<file path="src/rtl/imdct_frame_reader.sv">
// imdct_frame_reader
//
// Reader side of the dual-port BRAM that the IMDCT stage fills with one
// reconstructed frame. A start spike fetches FRAME_LEN 32-bit words from
// port B, keeps the low 16 bits of each word as a signed PCM sample, and
// streams the samples out through a small FIFO with a valid/ready handshake.
// Reads are issued only while the FIFO has room for every outstanding read,
// so the FIFO can never overflow. A sticky interrupt flags frame completion.
//
// Ports:
//   clk_in, rst        system clock, synchronous active-high reset
//   start, frame_base  one-cycle start spike, byte address of sample 0
//   intr, intr_clr     sticky frame-complete interrupt and its clear
//   busy               high from start acceptance until the last handshake
//   bram_*             BRAM port B (read only; bram_web tied to 0)
//   sample_o/_valid/_ready/_last  output sample stream
module imdct_frame_reader #(
    parameter int unsigned FRAME_LEN  = 256,
    parameter int unsigned RD_LAT     = 1,
    parameter int unsigned FIFO_DEPTH = 4
) (
    input  logic        clk_in,
    input  logic        rst,
    input  logic        start,
    input  logic [31:0] frame_base,
    output logic        intr,
    input  logic        intr_clr,
    output logic        busy,
    output logic [31:0] bram_addrb,
    output logic        bram_enb,
    output logic [3:0]  bram_web,
    input  logic [31:0] bram_doutb,
    output logic [15:0] sample_o,
    output logic        sample_valid,
    input  logic        sample_ready,
    output logic        sample_last
);

    localparam int unsigned IDX_W = (FRAME_LEN > 1) ? $clog2(FRAME_LEN) : 1;
    localparam int unsigned PTR_W = $clog2(FIFO_DEPTH);
    localparam int unsigned CNT_W = $clog2(FIFO_DEPTH + 1);
    // Holds fifo_count + issue-in-progress + every tagged read.
    localparam int unsigned OCC_W = $clog2(FIFO_DEPTH + RD_LAT + 2);
    localparam logic [IDX_W-1:0] LAST_IDX = IDX_W'(FRAME_LEN - 1);

    typedef enum logic [1:0] {
        StIdle,
        StFetch,
        StDrain
    } state_e;

    state_e             state;
    logic [31:0]        base_addr;
    logic [IDX_W-1:0]   rd_idx;
    logic [IDX_W-1:0]   out_idx;
    logic [RD_LAT-1:0]  rd_tag;

    logic [15:0]        fifo_mem [FIFO_DEPTH];
    logic [PTR_W-1:0]   wr_ptr;
    logic [PTR_W-1:0]   rd_ptr;
    logic [CNT_W-1:0]   fifo_count;

    logic [OCC_W-1:0]   occ;
    logic               push;
    logic               pop;
    logic               last_hs;
    logic               can_issue;
    logic [31:0]        start_addr;
    logic               unused_bits;

    assign bram_web     = 4'b0000;
    assign start_addr   = {frame_base[31:2], 2'b00};
    assign unused_bits  = ^{bram_doutb[31:16], frame_base[1:0]};

    assign sample_valid = (fifo_count != '0);
    assign sample_o     = fifo_mem[rd_ptr];
    assign sample_last  = sample_valid && (out_idx == LAST_IDX);

    // The oldest tag marks the cycle in which bram_doutb carries read data.
    assign push    = rd_tag[RD_LAT-1];
    assign pop     = sample_valid && sample_ready;
    assign last_hs = pop && (out_idx == LAST_IDX);

    // Occupancy counts the read currently on the port (bram_enb) as in flight.
    always_comb begin
        occ = OCC_W'(fifo_count) + OCC_W'(bram_enb);
        for (int i = 0; i < int'(RD_LAT); i++) begin
            occ = occ + OCC_W'(rd_tag[i]);
        end
    end

    // A pop on this edge frees one slot before the new read can land.
    assign can_issue = (state == StFetch) &&
                       ((occ - OCC_W'(pop)) < OCC_W'(FIFO_DEPTH));

    // Control FSM with registered outputs.
    always_ff @(posedge clk_in) begin
        if (rst) begin
            state      <= StIdle;
            base_addr  <= '0;
            rd_idx     <= '0;
            out_idx    <= '0;
            busy       <= 1'b0;
            intr       <= 1'b0;
            bram_enb   <= 1'b0;
            bram_addrb <= '0;
        end else begin
            bram_enb <= 1'b0;

            if (pop) begin
                out_idx <= out_idx + IDX_W'(1);
            end

            // Completion wins over a simultaneous clear.
            if (last_hs) begin
                intr <= 1'b1;
            end else if (intr_clr) begin
                intr <= 1'b0;
            end

            case (state)
                StIdle: begin
                    if (start) begin
                        // Sample 0 is issued on the acceptance edge itself.
                        base_addr  <= start_addr;
                        bram_addrb <= start_addr;
                        bram_enb   <= 1'b1;
                        rd_idx     <= IDX_W'(1);
                        out_idx    <= '0;
                        busy       <= 1'b1;
                        state      <= (FRAME_LEN == 1) ? StDrain : StFetch;
                    end
                end
                StFetch: begin
                    if (can_issue) begin
                        bram_enb   <= 1'b1;
                        bram_addrb <= base_addr + (32'(rd_idx) << 2);
                        rd_idx     <= rd_idx + IDX_W'(1);
                        if (rd_idx == LAST_IDX) begin
                            state <= StDrain;
                        end
                    end
                end
                StDrain: begin
                    if (last_hs) begin
                        busy  <= 1'b0;
                        state <= StIdle;
                    end
                end
                default: state <= StIdle;
            endcase
        end
    end

    // Read-return tags and output FIFO.
    always_ff @(posedge clk_in) begin
        if (rst) begin
            rd_tag     <= '0;
            wr_ptr     <= '0;
            rd_ptr     <= '0;
            fifo_count <= '0;
            for (int i = 0; i < int'(FIFO_DEPTH); i++) begin
                fifo_mem[i] <= '0;
            end
        end else begin
            rd_tag[0] <= bram_enb;
            for (int i = 1; i < int'(RD_LAT); i++) begin
                rd_tag[i] <= rd_tag[i-1];
            end

            if (push) begin
                fifo_mem[wr_ptr] <= bram_doutb[15:0];
                wr_ptr           <= wr_ptr + PTR_W'(1);
            end
            if (pop) begin
                rd_ptr <= rd_ptr + PTR_W'(1);
            end

            case ({push, pop})
                2'b10:   fifo_count <= fifo_count + CNT_W'(1);
                2'b01:   fifo_count <= fifo_count - CNT_W'(1);
                default: fifo_count <= fifo_count;
            endcase
        end
    end

endmodule

</file>
<file path="config.mk">
export PLATFORM = sky130hd
export DESIGN_NAME = imdct_frame_reader
export DESIGN_NICKNAME = d
export VERILOG_FILES = /design/src/rtl/imdct_frame_reader.sv
export SDC_FILE = /design/constraint.sdc
export NUM_CORES = 1
export LEC_CHECK = 0
export BUFFER_PORTS_ARGS = -buffer_cell sky130_fd_sc_hd__buf_2
export CAP_MARGIN = 20
export CORE_MARGIN = 2
export CORE_UTILIZATION = 55
export CTS_CLUSTER_SIZE = 14
export DETAILED_ROUTE_END_ITERATION = 16
export PLACE_DENSITY = 0.9
export SETUP_SLACK_MARGIN = 0.05
export SYNTH_ARGS = -nofsm -noshare
export SYNTH_HDL_FRONTEND = slang
export SYNTH_SLANG_ARGS = --single-unit
export TNS_END_PERCENT = 20
</file>
<file path="constraint.sdc">
create_clock -name clk_in -period 4.1 [get_ports clk_in]
set_input_delay 0.205 -clock clk_in [delete_from_list [all_inputs] [get_ports clk_in]]
set_output_delay 0.205 -clock clk_in [all_outputs]
set_load 0.005 [all_outputs]
</file>
==> results.md <==
| Quantity | Reported |
|---|---|
| Register cell area after layout | 0.00374 sq mm |
| Post-synth top area cell | edfxtp_1 |
| Path type of the worst min-delay path | in -> reg |
| Number of buffers inserted by hold repair at cts | 0 |
| Layout Nets | 886 |
| Drt via density | 5.62 |
| Transition time of the tightest slew-check pin | 0.999 ns |
| Startpoint class of the critical path | flip-flop |
| Post-CTS setup repair buffer count | 0 |
| Cells taking the most area after synthesis | edfxtp_1 (26%), dfxtp_1 (25%), nand2_1 (5.1%) |
| Leading cell type in the layout, fill and taps excluded | buf_2 |
| Max Fclk | 294 MHz |
| Post-cts resize count | 0 |
| Non-filler cells, final | 991 |
| Total clock sinks | 155 |
| Global route total overflow | 0 |
| End point of the critical path | rd_idx[7] |
| #FFs+latches synth | 155 |
| Static leakage power | 3.42 nW |
| Vias in the first global route | 5,521 |
| Most frequently used flop master after synthesis | dfxtp_1 |
| Reg-to-reg critical path startpoint | fifo_count[2] |
| Port Buffer Count | 101 |
| DRC violations left | 0 |
| H-tree depth | 4 |
| Number of filler cells placed in the layout | 1,001 |
| Cell chain of the critical path | or3_1 > and2_1 > ha_1 > inv_1 > ha_1 > nand3_1 > a211o_2 > and3_1 > nor4b_2 > xnor2_1 > nor2_1 |
| CTS Root Cell | clkbuf_16 |
| Final wirelength | 16,200 um |
| Detailed-route wire length per cell | 16.3 um |
| Final number of setup-violating endpoints | 0 |
| Average footprint of a synthesized cell | 10.2 sq um |
| Highest cell delay on the worst timing path | 0.51 ns |
| Core Region | 0.0131 sq mm |
| FP Rows | 42 |
| Area Overhead vs Synth | 17.1% |
| Starting utilization of the core area | 55.6% |
| Crit Path Class | reg -> reg |
| Logic depth of the worst register-to-register path | 11 |
| Share of post-route cells with drive strength above 1 | 20.8% |
| Worst setup skew after layout | 0.00638 ns |
| Vias after detailed routing | 5,571 |
| First DRT Iteration DRCs | 392 |
| Die Outline Area | 0.0142 sq mm |
| Aggregate negative setup slack | 0 ns |
| Status | finished, final reports clean |
| Clock tree from TritonCTS | yes |
| Setup repair after global routing missed its margin | false |
| Areal power density over the cells | 506 mW/mm^2 |
| Crit-path most repeated cell | ha_1 |
| Pin count of the biggest net entering global routing | 76 |
| Max-cap check violation count | 0 |
| Clock insertion delay at the later pin of the skew report | 0.43 ns |
| Number of primary I/O pins | 126 |
| Register clock-pin slew on the reported worst setup and hold paths | 0.06 ns |
| Final period util | 82.8% |
| Synth warn | 0 |
| Sequential share of the synthesized area | 51.5% |
| Worst slew margin relative to its limit | 33.4% |
| Capture point of the worst reg-to-reg path | rd_idx[7] |
| Post-synth EDFFs | 64 |
| Dpl hpwl | 10,500 um |
| Data required time of the critical path | 4.40 ns |
| Max Buffers Root-to-Sink | 2 |
| Critical path data arrival time | 3.69 ns |
| Final period demand of the worst path | 3.40 ns |
| Vertical die dimension | 119 um |
| Async set-or-reset flop fraction in the synthesized netlist | 0% |
| Instance count of the mapped netlist | 716 |
| CTS buffer count | 17 |
| Detailed Routing Iterations Pass 1 | 4 |
| Placed Cells incl. Taps | 957 |
| Hold Vio Cnt, Final | 0 |
| First-pass GRT wire length | 26,400 um |
| Worst VDD drop | 305 uV |
| Worst setup path startpoint | fifo_count[2] |
| Multi-input gate area in the final layout | 0.00329 sq mm |
| Count of nets left with antenna violations after detail routing | 0 |
| Horizontal die dimension | 119 um |
| R2R setup slack | 0.70 ns |
| Synth top area share | 26.4% |
| Post-synthesis cell type count | 59 |
| Antenna violations before repair | 1 |
| Netlist area before placement | 0.00727 sq mm |
| Critical path fanouts, max | 25 |
| All-Layer GR Usage | 23.7% |
| Kind of end point of the critical path | flip-flop |
| Final weighted congestion in routability-driven placement | 0.904 |
| Fin. max-slew vios | 0 |
| Most used cells in the layout excluding fill and tap cells | buf_2 (101), nand2_1 (99), dfxtp_1 (91), nor2_1 (66), edfxtp_1 (64) |
| Slowest-stage cell, CP | and3_1 |
routing by layer:
| metal | track usage, % | vias up | wire [um] |
|---|---|---|---|
| li1 | - | 2695 | - |
| met1 | 27.4 | 2652 | 6570 |
| met2 | 43.0 | 199 | 8320 |
| met3 | 5.27 | 25 | 991 |
| met4 | 8.71 | 0 | 278 |
| met5 | 0 | - | 0 |
worst min-delay path by stage:
| stage | start | end | cells past startpoint |
|---|---|---|---|
| after floorplan | frame_base[2] | base_addr[2] | 2 |
| after global placement | bram_addrb[12] | bram_addrb[12] | 2 |
| after detailed placement | base_addr[8] | base_addr[8] | 2 |
| after CTS | frame_base[2] | base_addr[2] | 3 |
| after global routing | frame_base[16] | base_addr[16] | 3 |
| final | frame_base[2] | base_addr[2] | 3 |
worst max-delay path, delay by kind of cell (launching register included):
family          cells  cell delay, ns
compound gates      1            0.35
xor+xnor            1            0.15
fa+ha+maj           2            0.59
buf+inv             1            0.04
flops               1            0.33
simple gates        6            1.80
through the flow:
| stage | hold WS, ns | instance area (sq um) | setup WS [ns] | total power (W) | util [%] |
|---|---|---|---|---|---|
| 2_1_floorplan | 0.341 | 7290 | 1.10 | 0.00237 | - |
| 3_3_place_gp | 0.447 | 7850 | 0.798 | 0.00260 | 60.0 |
| 3_5_place_dp | 0.454 | 7850 | 0.684 | 0.00263 | 60.0 |
| 4_1_cts | 0.0136 | 8490 | 0.683 | 0.00431 | 64.9 |
| 5_1_grt | 0.0365 | 8510 | 0.464 | 0.00450 | 65.1 |
| 6_report | 0.0233 | 8520 | 0.704 | 0.00431 | 65.1 |
cell usage after synthesis (11+ instances only):
master	count
o21ai_0	13
nand2_1	99
nor3_1	11
edfxtp_1	64
ha_1	14
xor2_1	17
o22ai_1	11
dfxtp_1	91
xnor2_1	27
a21oi_1	48
and2_1	50
and3_1	19
mux4_2	16
nand3_1	16
nor2_1	66
clkbuf_1	36
logic make-up (layout without fill, tap and decap cells):
group                    count (synthesis)  count (layout)  synth area share [%]
XOR/XNOR                                44              44                  5.30
multiplexers                            18              18                  5.23
adder cells (fa/ha/maj)                 16              16                  2.96
AO/OA/AOI/OAI                          116             116                  10.1
flip-flops                             155             155                  51.5
other                                    1               7                0.0516
buffers and inverters                   58             151                  3.68
AND/OR/NAND/NOR                        308             308                  21.2
sequential cells by signal (all words and copies together) (netlist names), named ones only:
signal,flops
fifo_mem,64
base_addr,30
bram_addrb,30
out_idx,8
rd_idx,8
fifo_count,3
rd_ptr,2
state,2
wr_ptr,2
bram_enb,1
busy,1
intr,1
push,1
report_power, final:
part	internal (W)	total, W	switching [W]
clock network	0.00109	0.00169	0.000598
logic	0.000356	0.000780	0.000425
registers	0.00174	0.00184	0.000102
area by class of cell:
type	instances	area share, %
Antenna cell	1	0.0294
Clock buffer	26	5.89
Clock inverter	6	1.57
Inverter	10	0.441
Multi-Input combinational cell	508	38.7
Sequential cell	155	44.0
Tap cell	176	2.59
Timing Repair Buffer	109	6.88
(Power assumes the default switching activity.)
